**src/rtl/keygen_norm_check_if.sv**
```systemverilog
// keygen_norm_check_if: handshake and result bundle between the keygen controller, poly_small_sqnorm and the norm checker
interface keygen_norm_check_if #(
    parameter int s_bit = 21
);
    logic             start;
    logic             s_valid;
    logic [s_bit-1:0] s;
    logic             busy;
    logic             done;
    logic             pass;
    logic [s_bit:0]   sum;
    logic             err;

    modport master (output start, s_valid, s, input busy, done, pass, sum, err);
    modport slave  (input start, s_valid, s, output busy, done, pass, sum, err);
endinterface

```
**src/rtl/keygen_norm_check.sv**
```systemverilog
// keygen_norm_check: sums ||f||^2 and ||g||^2 and returns a registered pass/fail verdict against the keygen bound
module keygen_norm_check #(
    parameter int logn  = 9,
    parameter int s_bit = (logn == 9) ? 21 : 20,
    parameter int BOUND = 16822
) (
    input logic                clk,
    input logic                rst,
    keygen_norm_check_if.slave bus
);
    localparam int SW = s_bit + 1;

    typedef enum logic [2:0] {IDLE, WAIT_F, WAIT_G, CMP, DONE} state_t;

    state_t           state_q, state_d;
    logic             s_valid_q;
    logic [s_bit-1:0] norm_f_q, norm_f_d;
    logic [SW-1:0]    sum_q, sum_d;
    logic             pass_q, pass_d;
    logic             err_q, err_d;
    logic             pend_q, pend_d;
    logic             s_edge;
    logic             viol;

    // A held s_valid level counts as a single result
    assign s_edge = bus.s_valid & ~s_valid_q;

    assign bus.busy = (state_q == WAIT_F) | (state_q == WAIT_G) | (state_q == CMP);
    assign bus.done = (state_q == DONE);
    assign bus.pass = pass_q;
    assign bus.sum  = sum_q;
    assign bus.err  = err_q;

    // State and datapath registers, cleared asynchronously
    always_ff @(posedge clk or posedge rst) begin
        if (rst) begin
            state_q   <= IDLE;
            s_valid_q <= 1'b0;
            norm_f_q  <= '0;
            sum_q     <= '0;
            pass_q    <= 1'b0;
            err_q     <= 1'b0;
            pend_q    <= 1'b0;
        end else begin
            state_q   <= state_d;
            s_valid_q <= bus.s_valid;
            norm_f_q  <= norm_f_d;
            sum_q     <= sum_d;
            pass_q    <= pass_d;
            err_q     <= err_d;
            pend_q    <= pend_d;
        end
    end

    // Next state, datapath updates and protocol-violation reporting
    always_comb begin
        state_d  = state_q;
        norm_f_d = norm_f_q;
        sum_d    = sum_q;
        pass_d   = pass_q;
        viol     = 1'b0;
        if (bus.start) begin
            state_d  = WAIT_F;
            norm_f_d = '0;
            sum_d    = '0;
            pass_d   = 1'b0;
        end else begin
            case (state_q)
                IDLE: viol = s_edge;
                WAIT_F: if (s_edge) begin
                    state_d  = WAIT_G;
                    norm_f_d = bus.s;
                end
                WAIT_G: if (s_edge) begin
                    state_d = CMP;
                    sum_d   = {1'b0, norm_f_q} + {1'b0, bus.s};
                end
                CMP: begin
                    state_d = DONE;
                    pass_d  = (sum_q <= SW'(BOUND));
                    viol    = s_edge;
                end
                DONE: begin
                    state_d = IDLE;
                    viol    = s_edge;
                end
                default: state_d = IDLE;
            endcase
        end
        // An error that would land on the done cycle is held back one cycle so the two never coincide
        err_d  = (viol | pend_q) & (state_d != DONE);
        pend_d = (viol | pend_q) & (state_d == DONE);
    end
endmodule

```
**src/flat_wrapper.sv**
```systemverilog
// flat-port wrapper written by rule: the top's interface ports become plain ports
module keygen_norm_check_flat 
#(
    parameter int logn  = 9,
    parameter int s_bit = (logn == 9) ? 21 : 20,
    parameter int BOUND = 16822
)
  (clk, rst, bus_start, bus_s_valid, bus_s, bus_busy, bus_done, bus_pass, bus_sum, bus_err);
  keygen_norm_check_if #(.s_bit(s_bit)) bus_i ();
  input logic clk;
  input logic rst;
  input wire logic [$bits(bus_i.start)-1:0] bus_start;
  input wire logic [$bits(bus_i.s_valid)-1:0] bus_s_valid;
  input wire logic [$bits(bus_i.s)-1:0] bus_s;
  output wire logic [$bits(bus_i.busy)-1:0] bus_busy;
  output wire logic [$bits(bus_i.done)-1:0] bus_done;
  output wire logic [$bits(bus_i.pass)-1:0] bus_pass;
  output wire logic [$bits(bus_i.sum)-1:0] bus_sum;
  output wire logic [$bits(bus_i.err)-1:0] bus_err;
  assign bus_i.start = bus_start;
  assign bus_i.s_valid = bus_s_valid;
  assign bus_i.s = bus_s;
  assign bus_busy = bus_i.busy;
  assign bus_done = bus_i.done;
  assign bus_pass = bus_i.pass;
  assign bus_sum = bus_i.sum;
  assign bus_err = bus_i.err;
  keygen_norm_check #(.logn(logn), .s_bit(s_bit), .BOUND(BOUND)) u_core (.clk(clk), .rst(rst), .bus(bus_i));
endmodule
```
**config.mk**
```make
export PLATFORM = sky130hd
export DESIGN_NAME = keygen_norm_check_flat
export DESIGN_NICKNAME = d
export VERILOG_FILES = /design/src/rtl/keygen_norm_check_if.sv /design/src/rtl/keygen_norm_check.sv /design/src/flat_wrapper.sv
export SDC_FILE = /design/constraint.sdc
export NUM_CORES = 1
export LEC_CHECK = 0
export ABC_AREA = 1
export CORE_ASPECT_RATIO = 0.5
export CORE_MARGIN = 2
export CORE_UTILIZATION = 45
export CTS_CLUSTER_DIAMETER = 50
export DETAILED_ROUTE_END_ITERATION = 6
export PLACE_DENSITY_LB_ADDON = 0.08
export SLEW_MARGIN = 20
export SYNTH_ARGS = -nofsm -noshare
export SYNTH_HDL_FRONTEND = slang
export SYNTH_SLANG_ARGS = --single-unit
```
**constraint.sdc**
```tcl
create_clock -name clk -period 1.7 [get_ports clk]
set_input_delay 0.34 -clock clk [delete_from_list [all_inputs] [get_ports clk]]
set_output_delay 0.34 -clock clk [all_outputs]
set_load 0.05 [all_outputs]
```
==> out/metrics.cfg <==
[setup_path]
critPathArrivalTime_ns = 1.93
r2r_slack_ns = -0.05
r2r_start = u_core.norm_f_q[0]$_DFFE_PP0P_
setup.worst_path.class = flip-flop to flip-flop
worstPathMaxFanout = 4
rr_worst_depth = 11
critPathCapture = u_core.bus.sum[6]$_DFFE_PP0P_
end_kind = flip-flop
required_ns = 1.87
timing.rr.end = u_core.bus.sum[6]$_DFFE_PP0P_
critPathLaunch = u_core.norm_f_q[0]$_DFFE_PP0P_
start_kind = flip-flop

[clocking]
cts_sinks = 50
clk_pin_slew_worst_paths_ns = 0.07
clk_latency_ns = 0.30
htreeDepth = 2
cts-buffers-inserted = 5
cts-root-buf = clkbuf_16
cts_max_path_buffers = 2
tritoncts = yes

[synthesis]
async_flop_share = 1.00
syn_inst = 519
yosysWarnings = 0
synthDistinctLibCells = 37
synth.ff_latch_count = 50
synth_edf_count = 0
synth_nets = 566
ys_seq_area_frac = 0.350
syn_avg_cell_area_um2 = 6.88
synth_flop_cell = dfrtp_1
netlist_area_um2 = 3570

[floorplanning]
io_pins = 51
die_area_um2 = 8710
die_width_um = 130
fp.dieH_um = 67.0
coreArea_um2 = 7510
num_rows = 22
start_util = 0.475

[final_layout]
nNetsFinal = 670
fin_cells = 732
drive_above_1_share = 0.325
syn_to_final_growth_pct = 46.3
final_common_cell = nand2_1
final_area_um2 = 5230
fin_util = 0.695
num_antenna_cells = 0
final_cell_mix = 137 x nand2_1, 78 x buf_4, 53 x inv_1, 52 x nor2_1, 50 x dfrtp_1

[placed_design]
hpwl_mm = 7.91
gp_congestion = 0.995
placed_cells = 718
post-place-ws_ns = -0.585
port_buffers = 50
place_area_um2 = 4500

[route]
drt_iter0_drc = 232
routed_wl_mm = 11.1
vias_per_cell = 5.09
drc = 0
antenna_left = 0
dr.pass1.iters = 5
num_vias = 3724
routedWlPerCell_um = 15.1

[pwr]
pwr_density_cell_nw_per_um2 = 681
power_leakage_nw = 2.71
switching_share = 0.324
p_total_mw = 3.56
combPwrFrac = 0.302
pwr-share-seq = 0.361
p_int_mw = 2.41
pwr-share-clk = 0.337
p_sw_mw = 1.15
peakVddDrop_v = 0.000411

[global_routing]
grt-ovfl-total = 0
grt_usage = 0.265
grt_pass1_wl_mm = 17.6
grt_max_degree = 51
grt_pass1_vias = 3570
antenna_found_initial = 0

[timing]
finalHoldViolCount = 0
hold_slack_ns = 0.375
min_period_ns = 1.75
finalSetupViolations = 6
clock_skew_ns = 0.00701
worst_slew_pin_slew_ns = 0.486
fmax_ghz = 0.570
period_share = 1.03
final_max_slew_viol_count = 0
fin_ws_ns = -0.0542
setup_tns_ns = -0.207
rsz0062_at_grt = yes
slew_headroom = 0.673

[job]
drv_cap = 0

[run_status]
status = finished with violations
violations = setup timing

[worst_hold_path]
hold_class = input port to flip-flop

-- layer usage --
metal	GRT usage	up-vias	part of all wire
met1	0.382	1717	0.49
met3	0.0554	12	0.064
met4	0.0565	0	0.010
li1	-	1872	-
met5	0	-	0
met2	0.408	123	0.43
-- worst max-delay path: stages, from the launching register on --
cell,delay [ns]
dfrtp_1,0.37
ha_2,0.19
inv_2,0.04
fa_2,0.34
inv_2,0.07
nand3_2,0.08
nand3_4,0.10
nand2_2,0.07
nand2_2,0.08
a21oi_1,0.07
o21ai_1,0.12
o21ai_1,0.10
-- how the worst min path moves through the flow --
stage,from,endpoint,slack (ns),depth (start not counted)
finish,bus_s[19],u_core.norm_f_q[19]$_DFFE_PP0P_,0.37,3
global placement,u_core.norm_f_q[17]$_DFFE_PP0P_,u_core.norm_f_q[17]$_DFFE_PP0P_,0.48,2
CTS,rst,u_core.s_valid_q$_DFF_PP0_,0.44,3
global route,bus_s[17],u_core.norm_f_q[17]$_DFFE_PP0P_,0.39,3
floorplan,bus_s_valid,u_core.s_valid_q$_DFF_PP0_,0.37,0
detailed placement,u_core.norm_f_q[20]$_DFFE_PP0P_,u_core.norm_f_q[20]$_DFFE_PP0P_,0.49,2
-- logic make-up after synthesis --
| logic type | after synthesis | synth area share |
|---|---|---|
| AOI/OAI and AO/OA | 53 | 0.0862 |
| xor gates and xnor gates | 2 | 0.00491 |
| adders and majority gates | 22 | 0.0792 |
| buffers and inverters | 77 | 0.0921 |
| DFF | 50 | 0.350 |
| and+or+nand+nor | 315 | 0.387 |
-- timing repair --
item / 4_1_cts / 5_1_grt
resized for setup: 65 / 62
setup buffers: 1 / 6
pin swaps: 12 / 33
setup endpoints to repair: 19 / 19
hold buffers: 0 / 0
-- cell usage after synthesis (2+ instances only) --
master	count	area share
nand2_1	162	0.17
inv_1	62	0.065
nor2_1	60	0.063
dfrtp_1	50	0.35
nand3_1	49	0.069
o21ai_0	22	0.031
ha_1	21	0.074
a21oi_1	19	0.027
nor3_1	10	0.014
nand2_2	9	0.016
nand3b_1	5	0.011
nand4_1	5	0.0088
buf_6	4	0.013
inv_2	4	0.0042
nor2_2	4	0.0070
o21bai_1	3	0.0063
a21oi_2	2	0.0049
buf_4	2	0.0042
clkbuf_1	2	0.0021
nand3_2	2	0.0056
nor2_4	2	0.0063
nor3_2	2	0.0056
nor4_1	2	0.0035
o31ai_1	2	0.0042
xnor2_1	2	0.0049
-- registers in the layout, summed over array words and instances, names as in the netlist --
register and flops:
u_core.norm_f_q 21, u_core.state_q 3, u_core.s_valid_q 1, u_core.bus.err 1
u_core.bus.sum 22, u_core.bus.pass 1, u_core.pend_q 1
-- area by class of cell --
class / count / area, µm²
timing repair buffer: 107 / 907
tap: 108 / 135
clock inverter: 3 / 47.5
multi-input combinational: 392 / 2500
fill: 632 / 2290
clock buffer: 5 / 125
sequential: 50 / 1250
inverter: 67 / 258
-- power by group through the flow --
stage / clock (mW) / combinational (mW) / sequential (mW)
after global routing: 1.26 / 1.17 / 1.29
after detailed placement: 0 / 0.869 / 1.29
final: 1.20 / 1.07 / 1.28
after CTS: 1.22 / 0.957 / 1.28
after global placement: 0 / 0.864 / 1.29
after floorplan: 0 / 0.462 / 1.32
No activity file was read; power rests on OpenSTA's default activity.
